===== config.mk =====
export PLATFORM = sky130hd
export DESIGN_NAME = bt_cmd_decoder_flat
export DESIGN_NICKNAME = d
export VERILOG_FILES = /design/src/rtl/bt_cmd_decoder_if.sv /design/src/rtl/bt_cmd_decoder.sv /design/src/flat_wrapper.sv
export SDC_FILE = /design/constraint.sdc
export NUM_CORES = 1
export LEC_CHECK = 0
export CAP_MARGIN = 20
export CORE_MARGIN = 2
export CORE_UTILIZATION = 55
export CTS_BUF_LIST = sky130_fd_sc_hd__clkbuf_2 sky130_fd_sc_hd__clkbuf_4 sky130_fd_sc_hd__clkbuf_8
export DETAILED_ROUTE_END_ITERATION = 16
export PLACE_DENSITY = 0.81
export SLEW_MARGIN = 25
export SYNTH_ARGS = -nofsm -noshare
export SYNTH_HDL_FRONTEND = slang
export SYNTH_SLANG_ARGS = --single-unit

===== constraint.sdc =====
create_clock -name CLK -period 1.95 [get_ports CLK]
set_clock_uncertainty 0.05 [all_clocks]
set_input_delay 0.585 -clock CLK [delete_from_list [all_inputs] [get_ports CLK]]
set_output_delay 0.585 -clock CLK [all_outputs]
set_load 0.005 [all_outputs]

===== src/rtl/bt_cmd_decoder_if.sv =====
// Byte bus between the UART pair and the command decoder: RX byte strobe in, ack byte out.
// Latency: none, this is wiring only.
// Backpressure: only the ack direction has it (TX_VALID held until TX_READY); RX is a bare strobe.
interface bt_cmd_if;
  logic       RX_VALID;
  logic [7:0] RX_DATA;
  logic       TX_VALID;
  logic [7:0] TX_DATA;
  logic       TX_READY;

  // UART side: supplies received bytes and accepts ack bytes.
  modport master (
    output RX_VALID,
    output RX_DATA,
    output TX_READY,
    input  TX_VALID,
    input  TX_DATA
  );

  // Decoder side: consumes received bytes and offers ack bytes.
  modport slave (
    input  RX_VALID,
    input  RX_DATA,
    input  TX_READY,
    output TX_VALID,
    output TX_DATA
  );
endinterface


===== src/rtl/bt_cmd_decoder.sv =====
// Bluetooth command decoder: UART bytes -> track/volume/play/mute control, plus an extended
// track-select frame. Latency: one cycle from RX_VALID to registered outputs and ack.
// Backpressure: none on RX; an ack arriving while the previous one is unaccepted is dropped and
// flagged on sticky ACK_OVR. The ack path exists only when ACK_EN is defined.
module bt_cmd_decoder #(
  parameter int NUM_TRACKS  = 7,
  parameter int VOL_W       = 4,
  parameter int VOL_MAX     = 15,
  parameter int VOL_INIT    = 8,
  parameter int ARG_TIMEOUT = 5000000,
  localparam int TRACK_W    = (NUM_TRACKS > 1) ? $clog2(NUM_TRACKS) : 1
) (
  input  logic               CLK,
  input  logic               RST,
  bt_cmd_if.slave            bus,
  output logic [TRACK_W-1:0] TRACK,
  output logic               TRACK_CHG,
  output logic [VOL_W-1:0]   VOL,
  output logic               VOL_CHG,
  output logic               PLAY,
  output logic               MUTE,
  output logic               ACK_OVR
);

  // Timer only has to count up to ARG_TIMEOUT-1.
  localparam int TMR_W = (ARG_TIMEOUT > 1) ? $clog2(ARG_TIMEOUT) : 1;

  // Direct-select opcodes run from 0x05 up to 0x05+NUM_TRACKS-1, never past 0x0F.
  localparam int DIRECT_LAST = ((4 + NUM_TRACKS) > 15) ? 15 : (4 + NUM_TRACKS);

  localparam logic [7:0]         DIRECT_FIRST_B = 8'h05;
  localparam logic [7:0]         DIRECT_LAST_B  = 8'(DIRECT_LAST);
  localparam logic [7:0]         NUM_TRACKS_B   = 8'(NUM_TRACKS);
  localparam logic [TRACK_W-1:0] TRACK_LAST     = TRACK_W'(NUM_TRACKS - 1);
  localparam logic [VOL_W-1:0]   VOL_MAX_V      = VOL_W'(VOL_MAX);
  localparam logic [VOL_W-1:0]   VOL_INIT_V     = VOL_W'(VOL_INIT);
  localparam logic [TMR_W-1:0]   TMR_LAST       = TMR_W'(ARG_TIMEOUT - 1);

  localparam logic [7:0] ACK_EXT = 8'hA0;
  localparam logic [7:0] ACK_NAK = 8'hEE;

  typedef enum logic {
    S_IDLE,
    S_WAIT_ARG
  } state_t;

  state_t               state_q, state_d;
  logic [TMR_W-1:0]     timer_q, timer_d;
  logic [TRACK_W-1:0]   track_q, track_d;
  logic                 track_chg_q, track_chg_d;
  logic [VOL_W-1:0]     vol_q, vol_d;
  logic                 vol_chg_q, vol_chg_d;
  logic                 play_q, play_d;
  logic                 mute_q, mute_d;

  // Ack request produced by the decoder this cycle; consumed by the ack path below.
  logic                 ack_new;
  logic [7:0]           ack_byte;
  logic [7:0]           direct_idx;

  assign direct_idx = bus.RX_DATA - DIRECT_FIRST_B;

  // Decode: next state, control updates, change pulses and the ack byte for this command.
  always_comb begin
    state_d     = state_q;
    timer_d     = timer_q;
    track_d     = track_q;
    track_chg_d = 1'b0;
    vol_d       = vol_q;
    vol_chg_d   = 1'b0;
    play_d      = play_q;
    mute_d      = mute_q;
    ack_new     = 1'b0;
    ack_byte    = 8'h00;

    case (state_q)
      S_IDLE: begin
        timer_d = '0;
        if (bus.RX_VALID) begin
          ack_new  = 1'b1;
          ack_byte = 8'h80 | bus.RX_DATA;
          if ((bus.RX_DATA >= DIRECT_FIRST_B) && (bus.RX_DATA <= DIRECT_LAST_B)) begin
            track_d     = direct_idx[TRACK_W-1:0];
            track_chg_d = 1'b1;
          end else begin
            case (bus.RX_DATA)
              8'h01: begin
                track_d     = (track_q == '0) ? TRACK_LAST : track_q - TRACK_W'(1);
                track_chg_d = 1'b1;
              end
              8'h02: begin
                track_d     = (track_q == TRACK_LAST) ? '0 : track_q + TRACK_W'(1);
                track_chg_d = 1'b1;
              end
              8'h03: begin
                // Saturated: no change pulse, but the command is still acknowledged as ok.
                if (vol_q < VOL_MAX_V) begin
                  vol_d     = vol_q + VOL_W'(1);
                  vol_chg_d = 1'b1;
                end
              end
              8'h04: begin
                if (vol_q != '0) begin
                  vol_d     = vol_q - VOL_W'(1);
                  vol_chg_d = 1'b1;
                end
              end
              8'h10: play_d = ~play_q;
              8'h11: mute_d = ~mute_q;
              8'h20: begin
                // Ack is deferred until the argument byte arrives or the wait times out.
                state_d = S_WAIT_ARG;
                timer_d = '0;
                ack_new = 1'b0;
              end
              default: ack_byte = ACK_NAK;
            endcase
          end
        end
      end

      S_WAIT_ARG: begin
        if (bus.RX_VALID) begin
          // The argument byte is never reinterpreted as an opcode, even when out of range.
          state_d = S_IDLE;
          timer_d = '0;
          ack_new = 1'b1;
          if (bus.RX_DATA < NUM_TRACKS_B) begin
            track_d     = bus.RX_DATA[TRACK_W-1:0];
            track_chg_d = 1'b1;
            ack_byte    = ACK_EXT;
          end else begin
            ack_byte    = ACK_NAK;
          end
        end else if (timer_q == TMR_LAST) begin
          state_d  = S_IDLE;
          timer_d  = '0;
          ack_new  = 1'b1;
          ack_byte = ACK_NAK;
        end else begin
          timer_d = timer_q + TMR_W'(1);
        end
      end

      default: begin
        state_d = S_IDLE;
        timer_d = '0;
      end
    endcase
  end

  // Decoder state and control registers; reset also abandons any half-received extended frame.
  always_ff @(posedge CLK or negedge RST) begin
    if (!RST) begin
      state_q     <= S_IDLE;
      timer_q     <= '0;
      track_q     <= '0;
      track_chg_q <= 1'b0;
      vol_q       <= VOL_INIT_V;
      vol_chg_q   <= 1'b0;
      play_q      <= 1'b0;
      mute_q      <= 1'b0;
    end else begin
      state_q     <= state_d;
      timer_q     <= timer_d;
      track_q     <= track_d;
      track_chg_q <= track_chg_d;
      vol_q       <= vol_d;
      vol_chg_q   <= vol_chg_d;
      play_q      <= play_d;
      mute_q      <= mute_d;
    end
  end

  assign TRACK     = track_q;
  assign TRACK_CHG = track_chg_q;
  assign VOL       = vol_q;
  assign VOL_CHG   = vol_chg_q;
  assign PLAY      = play_q;
  assign MUTE      = mute_q;

`ifdef ACK_EN
  logic       tx_vld_q, tx_vld_d;
  logic [7:0] tx_dat_q, tx_dat_d;
  logic       ack_ovr_q, ack_ovr_d;

  // Single-entry ack holding register: a new ack loads only if the slot is free or being
  // accepted this cycle; otherwise the old byte wins and the drop is recorded.
  always_comb begin
    tx_vld_d  = tx_vld_q;
    tx_dat_d  = tx_dat_q;
    ack_ovr_d = ack_ovr_q;
    if (ack_new) begin
      if (!tx_vld_q || bus.TX_READY) begin
        tx_vld_d = 1'b1;
        tx_dat_d = ack_byte;
      end else begin
        ack_ovr_d = 1'b1;
      end
    end else if (tx_vld_q && bus.TX_READY) begin
      tx_vld_d = 1'b0;
    end
  end

  // Ack registers; ACK_OVR stays set until reset.
  always_ff @(posedge CLK or negedge RST) begin
    if (!RST) begin
      tx_vld_q  <= 1'b0;
      tx_dat_q  <= 8'h00;
      ack_ovr_q <= 1'b0;
    end else begin
      tx_vld_q  <= tx_vld_d;
      tx_dat_q  <= tx_dat_d;
      ack_ovr_q <= ack_ovr_d;
    end
  end

  assign bus.TX_VALID = tx_vld_q;
  assign bus.TX_DATA  = tx_dat_q;
  assign ACK_OVR      = ack_ovr_q;
`else
  // No ack path: outputs held low and the ack request is simply discarded.
  logic unused_ack;
  assign unused_ack   = &{1'b0, bus.TX_READY, ack_new, ack_byte};
  assign bus.TX_VALID = 1'b0;
  assign bus.TX_DATA  = 8'h00;
  assign ACK_OVR      = 1'b0;
`endif

endmodule


===== src/flat_wrapper.sv =====
// flat-port wrapper written by rule: the top's interface ports become plain ports
module bt_cmd_decoder_flat 
#(
  parameter int NUM_TRACKS  = 7,
  parameter int VOL_W       = 4,
  parameter int VOL_MAX     = 15,
  parameter int VOL_INIT    = 8,
  parameter int ARG_TIMEOUT = 5000000,
  localparam int TRACK_W    = (NUM_TRACKS > 1) ? $clog2(NUM_TRACKS) : 1
)
  (CLK, RST, TRACK, TRACK_CHG, VOL, VOL_CHG, PLAY, MUTE, ACK_OVR, bus_RX_VALID, bus_RX_DATA, bus_TX_READY, bus_TX_VALID, bus_TX_DATA);
  bt_cmd_if bus_i ();
  input  logic CLK;
  input  logic RST;
  output logic [TRACK_W-1:0] TRACK;
  output logic TRACK_CHG;
  output logic [VOL_W-1:0] VOL;
  output logic VOL_CHG;
  output logic PLAY;
  output logic MUTE;
  output logic ACK_OVR;
  input wire logic [$bits(bus_i.RX_VALID)-1:0] bus_RX_VALID;
  input wire logic [$bits(bus_i.RX_DATA)-1:0] bus_RX_DATA;
  input wire logic [$bits(bus_i.TX_READY)-1:0] bus_TX_READY;
  output wire logic [$bits(bus_i.TX_VALID)-1:0] bus_TX_VALID;
  output wire logic [$bits(bus_i.TX_DATA)-1:0] bus_TX_DATA;
  assign bus_i.RX_VALID = bus_RX_VALID;
  assign bus_i.RX_DATA = bus_RX_DATA;
  assign bus_i.TX_READY = bus_TX_READY;
  assign bus_TX_VALID = bus_i.TX_VALID;
  assign bus_TX_DATA = bus_i.TX_DATA;
  bt_cmd_decoder #(.NUM_TRACKS(NUM_TRACKS), .VOL_W(VOL_W), .VOL_MAX(VOL_MAX), .VOL_INIT(VOL_INIT), .ARG_TIMEOUT(ARG_TIMEOUT)) u_core (.CLK(CLK), .RST(RST), .bus(bus_i), .TRACK(TRACK), .TRACK_CHG(TRACK_CHG), .VOL(VOL), .VOL_CHG(VOL_CHG), .PLAY(PLAY), .MUTE(MUTE), .ACK_OVR(ACK_OVR));
endmodule

* Word level (Yosys, flattened, before mapping)
Index checks and enable logic that the tools add are counted.
Cells by class: add/subtract/negate cells 6, magnitude comparators 4, equal/unequal tests 15, muxes and demuxes 32, bitwise operators 4, reductions and logical operators 9
Operators with widths (number):
- two-way mux 23 bit | 2
- one-hot mux 23 bit (2 select lines) | 1
- adder 23 x 1 -> 23 bit, second input constant | 1
- == test 23 bit, second input constant | 1
- two-way mux 3 bit | 6
- == test 8 x 2 -> 1 bit, second input constant | 2
- == test 8 x 5 -> 1 bit, second input constant | 2
- two-way mux 1 bit | 15
- one-hot mux 3 bit (2 select lines) | 2
- AND reduction 4 bit | 3
- == test 8 x 1 -> 1 bit, second input constant | 1
- == test 8 x 3 -> 1 bit, second input constant | 1
- == test 8 x 6 -> 1 bit, second input constant | 1
- greater-or-equal comparator 8 x 3 -> 1 bit, second input constant | 1
- less-or-equal comparator 8 x 4 -> 1 bit, second input constant | 1
- less-than comparator 8 x 3 -> 1 bit, second input constant | 1
- two-way mux 4 bit | 2
- one-hot mux 4 bit (2 select lines) | 1
- inequality test 2 bit, second input constant | 3
- one-hot mux 1 bit (2 select lines) | 3
- AND reduction 6 bit | 1
- adder 4 x 1 -> 4 bit, second input constant | 1
- less-than comparator 4 bit, second input constant | 1
- inequality test 2 x 1 -> 1 bit, second input constant | 2
- other kinds (12) | 15
Word-level totals: bits in registers 35, output and inout bits 21

* Longest topological paths before layout
Gate-level depths: netlist of the first run.
depth after elaboration 6, mapped depth 9, depth with buffers taken out 9

* Least setup slack after synthesis of the first run
OpenSTA, ideal clock, no wires.
kind input port to flip-flop, start input bus_RX_DATA[5], end register u_core.vol_q[3], in the netlist u_core.VOL[3], data arrival time 2.222 ns, path slack -0.402 ns, cell stages on the path 8, buffers on the path 0, cells stage by stage nor4_4 > and3_2 > ha_1 > a21o_1 > a21oi_1 > xnor2_1 > nand2_1 > xnor2_1
On the way: cells in the longest elaborated chain, start to end 4, elaborated cells between the ends (all ways) 11
RTL lines:
- start, declared | line flat_wrapper.sv:23 | input wire logic [$bits(bus_i.RX_DATA)-1:0] bus_RX_DATA;
- greater-or-equal comparator 8 x 3 -> 1 bit / less-or-equal comparator 8 x 4 -> 1 bit (equally long branches) | line bt_cmd_decoder.sv:82 | if ((bus.RX_DATA >= DIRECT_FIRST_B) && (bus.RX_DATA <= DIRECT_LAST_B)) begin
- logical AND 1 bit | line bt_cmd_decoder.sv:82
- inverter 1 bit (no line)
- AND reduction 6 bit (no line)
- end signal, assigned | line bt_cmd_decoder.sv:168 | vol_q <= vol_d;
- end, declared | line bt_cmd_decoder.sv:51 | logic [VOL_W-1:0] vol_q, vol_d;
Parallel ways exist; a longest one is shown, timed or not. A chain may end at the register's enable or synchronous reset.

* Worst setup path after layout of the first run
start input bus_RX_DATA[4], end register u_core.vol_q[2], in the netlist u_core.VOL[2]
The elaborated chain is that of the path after synthesis.

==> impl_metrics.prom, run 1 <==
# TYPE chip_impl_metric gauge
chip_impl_metric{name="synth-seq-cells",unit=""} 35
chip_impl_metric{name="h-tree-depth",unit=""} 2
chip_impl_metric{name="clkPwrFrac",unit="%"} 27.8
chip_impl_metric{name="report.final.hold_viol_count",unit=""} 0
chip_impl_metric{name="final_layout_size_suffix_gt1_share",unit="%"} 27.6
chip_impl_info{name="r2r_start",value="u_core.timer_q[1]"} 1
chip_impl_metric{name="power.switching_fraction",unit="%"} 30.3
chip_impl_metric{name="netlist_area",unit="um^2"} 2200
chip_impl_info{name="cts_tree",value="yes"} 1
chip_impl_metric{name="post_drt_via_cell_ratio",unit=""} 5.62
chip_impl_metric{name="worst_skew_pair.late_latency",unit="ns"} 0.28
chip_impl_metric{name="numCtsBuffers",unit=""} 5
chip_impl_info{name="timing.critical_path.from_type",value="primary input"} 1
chip_impl_metric{name="cp.required",unit="ns"} 2.07
chip_impl_metric{name="first_pass_grt_wire_length",unit="um"} 8290
chip_impl_metric{name="ys_types",unit=""} 47
chip_impl_metric{name="timing.final.max_slew_violations",unit=""} 0
chip_impl_metric{name="yosys.area_share.xor_xnor",unit="%"} 10.7
chip_impl_info{name="global_routing_s_busiest_layer",value="met2"} 1
chip_impl_metric{name="seq_area",unit="um^2"} 881
chip_impl_metric{name="gr-usage-all-layers",unit="%"} 24.4
chip_impl_metric{name="drt_iter0_markers",unit=""} 117
chip_impl_metric{name="fp.dieW",unit="um"} 67.3
chip_impl_metric{name="power.static_leakage",unit="nW"} 1.22
chip_impl_info{name="reg2reg_to",value="u_core.timer_q[22]"} 1
chip_impl_metric{name="area_growth",unit="%"} 32.0
chip_impl_metric{name="yosysWarnings",unit=""} 0
chip_impl_metric{name="num_antenna_cells",unit=""} 0
chip_impl_metric{name="comb_power_share",unit="%"} 27.2
chip_impl_metric{name="globalRouteMet1Util",unit="%"} 30.6
chip_impl_metric{name="rows",unit=""} 22
chip_impl_metric{name="vias",unit=""} 1922
chip_impl_metric{name="standard_cell_core_area",unit="um^2"} 3740
chip_impl_metric{name="postSynth.asyncResetShare",unit="%"} 100
chip_impl_metric{name="setup_ws",unit="ns"} -0.0243
chip_impl_metric{name="gr-total-overflow",unit=""} 0
chip_impl_metric{name="grt_pass1_vias",unit=""} 1848
chip_impl_info{name="critPathKind",value="in -> reg"} 1
chip_impl_metric{name="gr_layer_usage_met3",unit="%"} 5.83
chip_impl_metric{name="post_synth.cell_area_avg",unit="um^2"} 9.41
chip_impl_metric{name="postRouteAntennaNets",unit=""} 0
chip_impl_info{name="hold_start",value="u_core.PLAY"} 1
chip_impl_metric{name="cts_sinks",unit=""} 35
chip_impl_metric{name="peakVddDrop",unit="mV"} 0.434
chip_impl_metric{name="clk_pin_slew",unit="ns"} 0.07
chip_impl_info{name="root_buffer_cell",value="sky130_fd_sc_hd__clkbuf_8"} 1
chip_impl_info{name="failed_checks",value="setup timing"} 1
chip_impl_metric{name="effective_utilization_at_floorplan",unit="%"} 58.8
chip_impl_metric{name="synthAdderAreaFrac",unit="%"} 8.30
chip_impl_info{name="grt_setup_unrepaired",value="true"} 1
chip_impl_metric{name="fin_crit_sh",unit="%"} 101
chip_impl_metric{name="number_of_design_rule_violations_left_after_detail_routing",unit=""} 0
chip_impl_metric{name="max_clock_freq",unit="GHz"} 0.507
chip_impl_metric{name="postRouteWirelength",unit="um"} 5050
chip_impl_metric{name="route.detailed.wl_per_inst",unit="um"} 14.8
chip_impl_metric{name="synth_simple_gate_area_share",unit="%"} 24.1
chip_impl_metric{name="layout.nets",unit=""} 319
chip_impl_metric{name="hpwlAfterDp",unit="um"} 3510
chip_impl_info{name="ys_dominant_reg_cell",value="sky130_fd_sc_hd__dfrtp_1"} 1
chip_impl_info{name="worstSetupEndpointType",value="flip-flop"} 1
chip_impl_metric{name="max_cap_violations",unit=""} 0
chip_impl_metric{name="cp.arrival",unit="ns"} 2.10
chip_impl_metric{name="report.power.total",unit="W"} 0.00186
chip_impl_metric{name="worst_hold_path_cells",unit=""} 1
chip_impl_metric{name="power_per_cell_area",unit="nW/um^2"} 638
chip_impl_metric{name="placed_inst_area",unit="um^2"} 2700
chip_impl_metric{name="fillCellCount",unit=""} 249
chip_impl_metric{name="gr-usage-met2",unit="%"} 40.8
chip_impl_metric{name="die_h",unit="um"} 67.3
chip_impl_metric{name="synth.mux.area_fraction",unit="%"} 2.61
chip_impl_metric{name="boundaryPins",unit=""} 33
chip_impl_metric{name="synth_compound_gate_area_share",unit="%"} 8.18
chip_impl_metric{name="ff2ff_path_depth",unit=""} 6
chip_impl_metric{name="critical_path_peak_fanout",unit=""} 9
chip_impl_metric{name="place_congestion",unit=""} 0.870
chip_impl_metric{name="setup_viol",unit=""} 3
chip_impl_metric{name="fin_area",unit="um^2"} 2910
chip_impl_metric{name="power.share.sequential",unit="%"} 45.0
chip_impl_metric{name="clock_path_buffers",unit=""} 2
chip_impl_info{name="timing.hold.worst_endpoint",value="u_core.PLAY"} 1
chip_impl_info{name="run_status",value="finished with violations"} 1
chip_impl_metric{name="cts_hold_buffers",unit=""} 0
chip_impl_metric{name="maximum_number_of_pins_on_one_net_before_global_route_repair",unit=""} 36
chip_impl_metric{name="initial_antenna_violation_count",unit=""} 0
chip_impl_metric{name="final.setup.tns",unit="ns"} -0.0559
chip_impl_metric{name="min_period",unit="ns"} 1.97
chip_impl_info{name="hp-class",value="reg -> reg"} 1
chip_impl_metric{name="numPortBuffers",unit=""} 21
chip_impl_info{name="synth_top_family_by_area",value="simple AND/OR/NAND/NOR gates"} 1
chip_impl_metric{name="synth_cells",unit=""} 234
chip_impl_metric{name="detailedRoute.firstPassIterationCount",unit=""} 4
chip_impl_metric{name="synth_edf_count",unit=""} 0
chip_impl_metric{name="synth_seq_area_share",unit="%"} 39.8
chip_impl_metric{name="multi_input_comb_area",unit="um^2"} 1360
chip_impl_metric{name="reg2reg_slack",unit="ns"} 0.13
chip_impl_metric{name="die_outline_area",unit="um^2"} 4530
chip_impl_metric{name="internal_power",unit="W"} 0.00129
chip_impl_metric{name="power_switching",unit="W"} 0.000563
## cells by family (layout without fill, tap and decap cells)
kind of cell | after synthesis | in the layout
fa+ha+maj | 14 | 14
simple gates | 99 | 99
xor+xnor | 27 | 27
flops | 35 | 35
mux | 5 | 5
compound gates | 28 | 28
buf+inv | 25 | 76
other cells | 1 | 10
## what timing repair did
item,in CTS,in global routing
endpoints found under the setup margin,12,9
buffers inserted,3,1
gates cloned,0,0
resized for setup,39,18
pin swaps,7,11
## final cells by class
type / count / area share, %
clock buffers: 5 / 2.37
inverters: 11 / 1.42
repair buffers: 57 / 16.4
clock inverters: 3 / 0.688
flip-flops and latches: 35 / 30.3
multi-input cells: 183 / 46.7
well taps: 48 / 2.07
## routing by layer
layer / up-vias / wire, um
li1: 916 / -
met1: 943 / 2210
met2: 59 / 2570
met3: 4 / 220
met4: 0 / 52
met5: - / 0
## cells in the mapped netlist (2+ instances only)
cell | number | area (um^2)
sky130_fd_sc_hd__nor4b_1 | 2 | 17.5
sky130_fd_sc_hd__buf_2 | 2 | 10.0
sky130_fd_sc_hd__o21ai_0 | 6 | 30.0
sky130_fd_sc_hd__and3_1 | 3 | 18.8
sky130_fd_sc_hd__a21o_1 | 2 | 15.0
sky130_fd_sc_hd__mux2_2 | 2 | 22.5
sky130_fd_sc_hd__nor2b_1 | 3 | 18.8
sky130_fd_sc_hd__ha_1 | 13 | 163
sky130_fd_sc_hd__nand3_1 | 10 | 50.1
sky130_fd_sc_hd__nand4_1 | 11 | 68.8
sky130_fd_sc_hd__xnor2_1 | 16 | 140
sky130_fd_sc_hd__nor3_1 | 3 | 15.0
sky130_fd_sc_hd__mux2i_1 | 2 | 20.0
sky130_fd_sc_hd__buf_4 | 10 | 75.1
sky130_fd_sc_hd__xor2_1 | 11 | 96.3
sky130_fd_sc_hd__dfrtp_1 | 34 | 851
sky130_fd_sc_hd__clkbuf_1 | 2 | 7.51
sky130_fd_sc_hd__a31oi_1 | 6 | 37.5
sky130_fd_sc_hd__nor4_1 | 6 | 37.5
sky130_fd_sc_hd__nor2_1 | 30 | 113
sky130_fd_sc_hd__a21oi_1 | 6 | 30.0
sky130_fd_sc_hd__nand2_1 | 14 | 52.6
sky130_fd_sc_hd__and4_1 | 2 | 17.5
sky130_fd_sc_hd__nand2b_1 | 4 | 25.0
sky130_fd_sc_hd__and2_1 | 2 | 12.5
sky130_fd_sc_hd__inv_1 | 11 | 41.3
## power groups by stage
stage          logic [W]  registers (W)  clock network (W)
2_1_floorplan   0.000269       0.000830                  0
3_3_place_gp    0.000450       0.000842                  0
3_5_place_dp    0.000475       0.000843                  0
4_1_cts         0.000487       0.000833           0.000528
5_1_grt         0.000552       0.000845           0.000563
6_report        0.000504       0.000835           0.000515
## state kept, by name, summed over array words and instances (netlist names)
name,cells
u_core.timer_q,23
u_core.VOL,4
u_core.TRACK,3
u_core.MUTE,1
u_core.PLAY,1
u_core.TRACK_CHG,1
u_core.VOL_CHG,1
u_core.state_q,1
## worst max path at each step
stage / startpoint / to / slack, ns
floorplan: bus_RX_DATA[6] / u_core.VOL[3] / -0.34
global placement: bus_RX_DATA[6] / u_core.VOL[3] / -0.60
detailed placement: bus_RX_DATA[6] / u_core.VOL[3] / -0.68
CTS: bus_RX_DATA[5] / u_core.VOL[3] / 0.002
global route: bus_RX_DATA[4] / u_core.VOL[1] / -0.12
finish: bus_RX_DATA[4] / u_core.VOL[2] / -0.02
## placed cells by master, fill, tap and decap left out, types with 10 or more instances in the layout
master                             n
sky130_fd_sc_hd__nand2_1          14
sky130_fd_sc_hd__conb_1           10
sky130_fd_sc_hd__xnor2_1          16
sky130_fd_sc_hd__nor2_1           29
sky130_fd_sc_hd__xor2_1           11
sky130_fd_sc_hd__dfrtp_1          31
sky130_fd_sc_hd__nand4_1          11
sky130_fd_sc_hd__buf_4            34
sky130_fd_sc_hd__clkdlybuf4s50_1  12
## worst max-delay path, stage by stage
cell and delay [ns]:
sky130_fd_sc_hd__buf_6 0.10, sky130_fd_sc_hd__nor4_4 0.30, sky130_fd_sc_hd__buf_4 0.24, sky130_fd_sc_hd__nand4_1 0.19, sky130_fd_sc_hd__a221oi_4 0.35, sky130_fd_sc_hd__mux2_4 0.32
## metrics by stage
step	cells	worst slack, ns	hold WS [ns]	utilization [%]
after floorplan	243	-0.337	0.239	-
after global placement	330	-0.596	0.416	72.1
after detailed placement	330	-0.681	0.425	72.1
after CTS	341	0.00153	0.441	76.0
after global routing	342	-0.121	0.452	77.7
final	342	-0.0243	0.437	77.7
Note: power is estimated with default switching activity, not from simulation.
==> inputs of run 2 (changes only) <==
--- a/config.mk
+++ b/config.mk
@@ -10,7 +10,8 @@
 export CORE_UTILIZATION = 55
 export CTS_BUF_LIST = sky130_fd_sc_hd__clkbuf_2 sky130_fd_sc_hd__clkbuf_4 sky130_fd_sc_hd__clkbuf_8
 export DETAILED_ROUTE_END_ITERATION = 16
-export PLACE_DENSITY = 0.81
+export DONT_BUFFER_PORTS = 1
+export PLACE_DENSITY = 0.7
 export SLEW_MARGIN = 25
 export SYNTH_ARGS = -nofsm -noshare
 export SYNTH_HDL_FRONTEND = slang
==> run 2 against run 1 <==
Against the previous run: fmax rose by 9.7%; cell count fell by 11%; hold slack got worse by 0.38 ns; clock power rose by 1%; die area did not move; global-route usage fell by 3.8 points; sequential cell count did not move; critical endpoint is now u_core.timer_q[22]; the flow now finishes without violations; total power fell by 9.2%; first-iteration DRC count fell by 22%; combinational power fell by 35%; critical path depth did not move; register-to-register slack improved by 0.02 ns.
==> impl_metrics.prom, run 2 (synthesis results as in run 1) <==
# TYPE chip_impl_metric gauge
chip_impl_info{name="run_status",value="complete, no violations"} 1
chip_impl_metric{name="postRouteAntennaNets",unit=""} 0
chip_impl_metric{name="effective_utilization_at_floorplan",unit="%"} 58.8
chip_impl_metric{name="report.final.hold_viol_count",unit=""} 0
chip_impl_info{name="hp-class",value="in -> async"} 1
chip_impl_metric{name="final_layout_size_suffix_gt1_share",unit="%"} 16.9
chip_impl_metric{name="min_period",unit="ns"} 1.80
chip_impl_metric{name="power_per_cell_area",unit="nW/um^2"} 680
chip_impl_metric{name="initial_antenna_violation_count",unit=""} 0
chip_impl_metric{name="clk_pin_slew",unit="ns"} 0.08
chip_impl_metric{name="layout.cells.non_filler",unit=""} 303
chip_impl_metric{name="die_outline_area",unit="um^2"} 4530
chip_impl_metric{name="post_drt_via_cell_ratio",unit=""} 5.40
chip_impl_metric{name="fp.dieW",unit="um"} 67.3
chip_impl_metric{name="met2_wl",unit="um"} 1880
chip_impl_metric{name="area_growth",unit="%"} 12.6
chip_impl_metric{name="setup_ws",unit="ns"} 0.151
chip_impl_info{name="r2r_start",value="u_core.timer_q[1]"} 1
chip_impl_metric{name="reg2reg_slack",unit="ns"} 0.15
chip_impl_metric{name="numCtsBuffers",unit=""} 5
chip_impl_metric{name="fin_crit_sh",unit="%"} 92.3
chip_impl_info{name="final_cell_mix",value="sky130_fd_sc_hd__dfrtp_1, sky130_fd_sc_hd__nor2_1, sky130_fd_sc_hd__buf_4, sky130_fd_sc_hd__xnor2_1, sky130_fd_sc_hd__nand2_1"} 1
chip_impl_metric{name="power.static_leakage",unit="nW"} 1.02
chip_impl_metric{name="max_cap_violations",unit=""} 0
chip_impl_info{name="layout.cells.most_common",value="sky130_fd_sc_hd__dfrtp_1"} 1
chip_impl_metric{name="first_pass_grt_wire_length",unit="um"} 6890
chip_impl_metric{name="setup_viol",unit=""} 0
chip_impl_metric{name="pre_cts_slack",unit="ns"} -0.170
chip_impl_info{name="dr.max_layer_used",value="met4"} 1
chip_impl_info{name="critPathKind",value="reg -> reg"} 1
chip_impl_info{name="cts_tree",value="yes"} 1
chip_impl_metric{name="standard_cell_core_area",unit="um^2"} 3740
chip_impl_info{name="timing.critical_path.from",value="u_core.timer_q[1]"} 1
chip_impl_metric{name="worst_hold_slack",unit="ns"} 0.0586
chip_impl_metric{name="layout.nets",unit=""} 280
chip_impl_metric{name="place_congestion",unit=""} 0.846
chip_impl_metric{name="report.power.total",unit="W"} 0.00168
chip_impl_metric{name="ff2ff_path_depth",unit=""} 6
chip_impl_metric{name="fillCellCount",unit=""} 327
chip_impl_metric{name="gr-usage-all-layers",unit="%"} 20.6
chip_impl_metric{name="route.detailed.wl_per_inst",unit="um"} 13.1
chip_impl_metric{name="hpwlAfterDp",unit="um"} 3060
chip_impl_metric{name="grt_pass1_vias",unit=""} 1628
chip_impl_metric{name="worst_skew_pair.late_latency",unit="ns"} 0.30
chip_impl_metric{name="drt_iter0_markers",unit=""} 91
chip_impl_metric{name="max_clock_freq",unit="GHz"} 0.556
chip_impl_metric{name="cts_sinks",unit=""} 35
chip_impl_info{name="grt_setup_unrepaired",value="false"} 1
chip_impl_metric{name="number_of_design_rule_violations_left_after_detail_routing",unit=""} 0
chip_impl_metric{name="timing.final.max_slew_violations",unit=""} 0
chip_impl_metric{name="worst-slew-pin-transition",unit="ns"} 0.529
chip_impl_metric{name="post_cts.repair.setup_buffers",unit=""} 0
chip_impl_metric{name="dr_wl_met3",unit="um"} 134
chip_impl_metric{name="numPortBuffers",unit=""} 0
chip_impl_metric{name="die_h",unit="um"} 67.3
chip_impl_metric{name="gr-total-overflow",unit=""} 0
chip_impl_metric{name="num_antenna_cells",unit=""} 0
chip_impl_metric{name="flip_flop_count_of_the_largest_register_after_layout",unit=""} 23
chip_impl_metric{name="clock_path_buffers",unit=""} 2
chip_impl_info{name="reg2reg_to",value="u_core.timer_q[22]"} 1
chip_impl_info{name="root_buffer_cell",value="sky130_fd_sc_hd__clkbuf_8"} 1
chip_impl_metric{name="worst_slew_margin_rel",unit="%"} 64.2
chip_impl_info{name="regMostFlops",value="u_core.timer_q"} 1
chip_impl_metric{name="dp_cells",unit=""} 294
chip_impl_metric{name="boundaryPins",unit=""} 33
chip_impl_metric{name="peakVddDrop",unit="mV"} 0.387
chip_impl_metric{name="postRouteWirelength",unit="um"} 3960
chip_impl_metric{name="maximum_number_of_pins_on_one_net_before_global_route_repair",unit=""} 35
chip_impl_metric{name="h-tree-depth",unit=""} 2
chip_impl_metric{name="vias",unit=""} 1635
chip_impl_metric{name="cp.arrival",unit="ns"} 1.94
chip_impl_metric{name="critical_path_peak_fanout",unit=""} 5
chip_impl_metric{name="cp.required",unit="ns"} 2.09
chip_impl_metric{name="route.layer.met1.wl",unit="um"} 1880
chip_impl_metric{name="rows",unit=""} 22
chip_impl_metric{name="detailedRoute.firstPassIterationCount",unit=""} 4
chip_impl_info{name="timing.critical_path.from_type",value="flip-flop"} 1
chip_impl_info{name="worstSetupEndpointType",value="flip-flop"} 1
==> run 2: changes by cell type in the layout (fill, tap and decap cells not counted), sizes merged <==
cell / previous run / this run
clkdlybuf4s50: 12 / 0
buf: 39 / 18
clkbuf: 8 / 5
dlygate4sd2: 3 / 0
==> run 2: worst max-delay path, cell delays in order, from the launching register on <==
cell and delay [ns]:
sky130_fd_sc_hd__dfrtp_1 0.40, sky130_fd_sc_hd__ha_1 0.20, sky130_fd_sc_hd__inv_1 0.06, sky130_fd_sc_hd__or3_1 0.48, sky130_fd_sc_hd__nor4_2 0.30, sky130_fd_sc_hd__xnor2_1 0.15
sky130_fd_sc_hd__nor2_1 0.06
==> run 2: report_power, final <==
part	switching, W	total [W]	leakage, nW	internal [W]
clock	0.000273	0.000521	0.0402	0.000248
sequential	0.0000699	0.000836	0.469	0.000766
combinational	0.000163	0.000328	0.515	0.000164
==> run 2: area by class of cell <==
| cell class | instances | area, um^2 | share of cell area, % |
|---|---|---|---|
| clock buffers | 5 | 68.8 | 2.78 |
| clock inverters | 3 | 20.0 | 0.808 |
| inverters | 11 | 41.3 | 1.67 |
| multi-input cells | 183 | 1260 | 51.0 |
| flip-flops and latches | 35 | 877 | 35.4 |
| well taps | 48 | 60.1 | 2.42 |
| repair buffers | 18 | 148 | 5.96 |
==> run 2: metrics by stage <==
step,setup TNS [ns],area (um^2),util (%)
finish,0,2480,66.2
global route,0,2480,66.2
CTS,0,2470,66.0
detailed placement,-0.629,2360,63.1
global placement,-0.429,2360,63.1
floorplan,-0.862,2270,-
==> run 2: timing repair <==
action / in CTS / in global routing
setup endpoints to repair: 0 / 2
hold endpoints to repair: 34 / 0
hold buffers: 1 / 0
resized for setup: 0 / 2
==> run 2: metal layers <==
| layer | track usage, % | up-vias |
|---|---|---|
| li1 | - | 834 |
| met3 | 5.17 | 5 |
| met5 | 0 | - |
| met1 | 24.8 | 766 |
| met4 | 11.5 | 0 |
| met2 | 33.8 | 30 |
==> run 2: how the worst max path moves through the flow <==
stage / end / cells past startpoint
after floorplan: u_core.VOL[3] / 8
after global placement: u_core.VOL[3] / 8
after detailed placement: u_core.VOL[3] / 8
after CTS: u_core.timer_q[22] / 6
after global routing: u_core.timer_q[22] / 6
final: u_core.timer_q[22] / 6
==> inputs of run 3 (changes only) <==
--- a/config.mk
+++ b/config.mk
@@ -12,6 +12,7 @@
 export DETAILED_ROUTE_END_ITERATION = 16
 export DONT_BUFFER_PORTS = 1
 export PLACE_DENSITY = 0.7
+export SETUP_SLACK_MARGIN = 0.5
 export SLEW_MARGIN = 25
 export SYNTH_ARGS = -nofsm -noshare
 export SYNTH_HDL_FRONTEND = slang
==> run 3 against run 2 <==
Against the previous run: first-iteration DRC count is 100% higher; hold slack worse by 0.0037 ns; combinational power is 36% higher; cell count is 13% higher; sequential share of layout area is 8.4 points lower; sequential power is 2% higher; clock power is 19% higher; sequential cell count stayed put; via count is 29% higher; setup slack worse by 0.020 ns; critical path depth is 2 higher; die area stayed put; largest power group unchanged; highest routed layer unchanged.
==> impl_metrics.prom, run 3 (synthesis results as in run 1) <==
# TYPE chip_impl_metric gauge
chip_impl_metric{name="first_pass_grt_wire_length",unit="um"} 10400
chip_impl_metric{name="layout.nets",unit=""} 319
chip_impl_metric{name="die_h",unit="um"} 67.3
chip_impl_metric{name="route.detailed.wl_per_inst",unit="um"} 21.3
chip_impl_metric{name="fin_crit_sh",unit="%"} 93.3
chip_impl_metric{name="cts_sinks",unit=""} 35
chip_impl_metric{name="report.final.hold_viol_count",unit=""} 0
chip_impl_metric{name="max_cap_violations",unit=""} 0
chip_impl_metric{name="power.static_leakage",unit="nW"} 1.40
chip_impl_info{name="run_status",value="complete, no violations"} 1
chip_impl_metric{name="min_period",unit="ns"} 1.82
chip_impl_metric{name="worst_skew_pair.late_latency",unit="ns"} 0.31
chip_impl_info{name="cts_tree",value="yes"} 1
chip_impl_metric{name="area_growth",unit="%"} 48.6
chip_impl_metric{name="vias",unit=""} 2107
chip_impl_metric{name="gr-total-overflow",unit=""} 0
chip_impl_metric{name="cp.required",unit="ns"} 2.13
chip_impl_metric{name="power_per_cell_area",unit="nW/um^2"} 586
chip_impl_metric{name="initial_antenna_violation_count",unit=""} 0
chip_impl_metric{name="boundaryPins",unit=""} 33
chip_impl_info{name="worstSetupEndpointType",value="flip-flop"} 1
chip_impl_info{name="grt_setup_unrepaired",value="true"} 1
chip_impl_info{name="critPathMostFrequentCell",value="sky130_fd_sc_hd__xnor2_1"} 1
chip_impl_metric{name="peakVddDrop",unit="mV"} 0.507
chip_impl_metric{name="setup_viol",unit=""} 0
chip_impl_metric{name="flip_flop_count_of_the_largest_register_after_layout",unit=""} 23
chip_impl_info{name="root_buffer_cell",value="sky130_fd_sc_hd__clkbuf_8"} 1
chip_impl_metric{name="postLayoutCoreUtil",unit="%"} 87.4
chip_impl_metric{name="post_drt_via_cell_ratio",unit=""} 6.16
chip_impl_metric{name="fin_area",unit="um^2"} 3270
chip_impl_metric{name="dp_cells",unit=""} 293
chip_impl_metric{name="final.setup.tns",unit="ns"} 0
chip_impl_metric{name="hpwlAfterDp",unit="um"} 3430
chip_impl_metric{name="layout.cells.non_filler",unit=""} 342
chip_impl_metric{name="slowest_delay",unit="ns"} 0.31
chip_impl_metric{name="timing.final.max_slew_violations",unit=""} 0
chip_impl_metric{name="effective_utilization_at_floorplan",unit="%"} 58.8
chip_impl_metric{name="worst_hold_slack",unit="ns"} 0.0549
chip_impl_info{name="final_cell_mix",value="sky130_fd_sc_hd__buf_4, sky130_fd_sc_hd__dfrtp_1, sky130_fd_sc_hd__xnor2_1, sky130_fd_sc_hd__nor2_1, sky130_fd_sc_hd__nand4_1"} 1
chip_impl_metric{name="standard_cell_core_area",unit="um^2"} 3740
chip_impl_info{name="layout.cells.most_common",value="sky130_fd_sc_hd__buf_4"} 1
chip_impl_info{name="hp-class",value="in -> async"} 1
chip_impl_metric{name="die_outline_area",unit="um^2"} 4530
chip_impl_metric{name="numPortBuffers",unit=""} 0
chip_impl_info{name="cp_cell_sequence",value="nor4_4, and3_4, ha_4, a21o_1, a21oi_2, xnor2_1, nand2_1, xnor2_1"} 1
chip_impl_metric{name="maximum_number_of_pins_on_one_net_before_global_route_repair",unit=""} 36
chip_impl_metric{name="grt_pass1_vias",unit=""} 2137
chip_impl_metric{name="rows",unit=""} 22
chip_impl_metric{name="postRouteWirelength",unit="um"} 7290
chip_impl_metric{name="fp.dieW",unit="um"} 67.3
chip_impl_metric{name="place_congestion",unit=""} 0.868
chip_impl_info{name="timing.critical_path.from_type",value="primary input"} 1
chip_impl_info{name="critPathKind",value="in -> reg"} 1
chip_impl_metric{name="placed_inst_area",unit="um^2"} 2450
chip_impl_metric{name="clock_path_buffers",unit=""} 2
chip_impl_metric{name="final_layout_size_suffix_gt1_share",unit="%"} 48.3
chip_impl_metric{name="postRouteAntennaNets",unit=""} 0
chip_impl_metric{name="critical_path_peak_fanout",unit=""} 4
chip_impl_metric{name="max_clock_freq",unit="GHz"} 0.550
chip_impl_metric{name="drt_iter0_markers",unit=""} 184
chip_impl_metric{name="cp.arrival",unit="ns"} 2.00
chip_impl_metric{name="detailedRoute.firstPassIterationCount",unit=""} 4
chip_impl_metric{name="clk_pin_slew",unit="ns"} 0.08
chip_impl_metric{name="num_antenna_cells",unit=""} 0
chip_impl_metric{name="number_of_design_rule_violations_left_after_detail_routing",unit=""} 0
chip_impl_metric{name="gr-usage-all-layers",unit="%"} 31.6
chip_impl_info{name="regMostFlops",value="u_core.timer_q"} 1
chip_impl_metric{name="numCtsBuffers",unit=""} 5
chip_impl_metric{name="h-tree-depth",unit=""} 2
chip_impl_info{name="critPathSlowestCell",value="sky130_fd_sc_hd__nor4_4"} 1
run 3: cell count changes in the layout (fill, tap and decap cells not counted), sizes merged:
cell      change
clkinvlp      -2
clkbuf        +3
clkinv        -1
buf          +39
run 3: final timing paths:
| path | slack (ns) | startpoint | end | cells after the start |
|---|---|---|---|---|
| max in group asynchronous | 1.61 | RST | u_core.TRACK[2] | 1 |
| worst min-delay path | 0.05 | RST | u_core.timer_q[7] | 1 |
| worst max register to register | 0.14 | u_core.timer_q[3] | u_core.timer_q[16] | 6 |
| worst max-delay path | 0.13 | bus_RX_DATA[5] | u_core.VOL[3] | 8 |
| min in group CLK | 0.38 | bus_RX_DATA[1] | u_core.TRACK[1] | 2 |
| worst min register to register | 0.45 | u_core.MUTE | u_core.MUTE | 1 |
run 3: timing repair:
action | in CTS | in global routing
hold endpoints to repair | 34 | 34
cloned | 3 | 0
endpoints found under the setup margin | 36 | 37
pin swaps | 27 | 23
resized for setup | 54 | 33
buffers inserted | 27 | 10
run 3: critical path: cells and delay by family:
| kind | cells | cell delay (ns) |
|---|---|---|
| compound gates | 2 | 0.29 |
| xor+xnor | 2 | 0.26 |
| simple gates | 3 | 0.66 |
| fa+ha+maj | 1 | 0.20 |
run 3: metrics by stage:
stage	setup WS, ns	total power (W)
finish	0.131	0.00192
global route	0.0435	0.00200
floorplan	-0.337	0.00110
CTS	0.141	0.00180
global placement	-0.112	0.00115
detailed placement	-0.164	0.00119
run 3: final cells by class:
type | count | area, um^2
flip-flops and latches | 35 | 882
clock buffers | 8 | 104
inverters | 11 | 43.8
fillers | 165 | 472
repair buffers | 57 | 556
multi-input cells | 183 | 1630
well taps | 48 | 60.1
run 3: power by group:
| group | switching (W) | internal (W) |
|---|---|---|
| sequential | 0.0000782 | 0.000772 |
| combinational | 0.000221 | 0.000224 |
| clock | 0.000286 | 0.000337 |
run 3: per-layer routing:
layer | share of wire [%] | track usage [%] | up-vias | wire length (um)
met5 | 0 | 0 | - | 0
met3 | 7.4 | 9.17 | 40 | 538
li1 | - | - | 917 | -
met2 | 49 | 57.2 | 122 | 3580
met1 | 39 | 34.4 | 1028 | 2820
met4 | 4.9 | 13.0 | 0 | 361
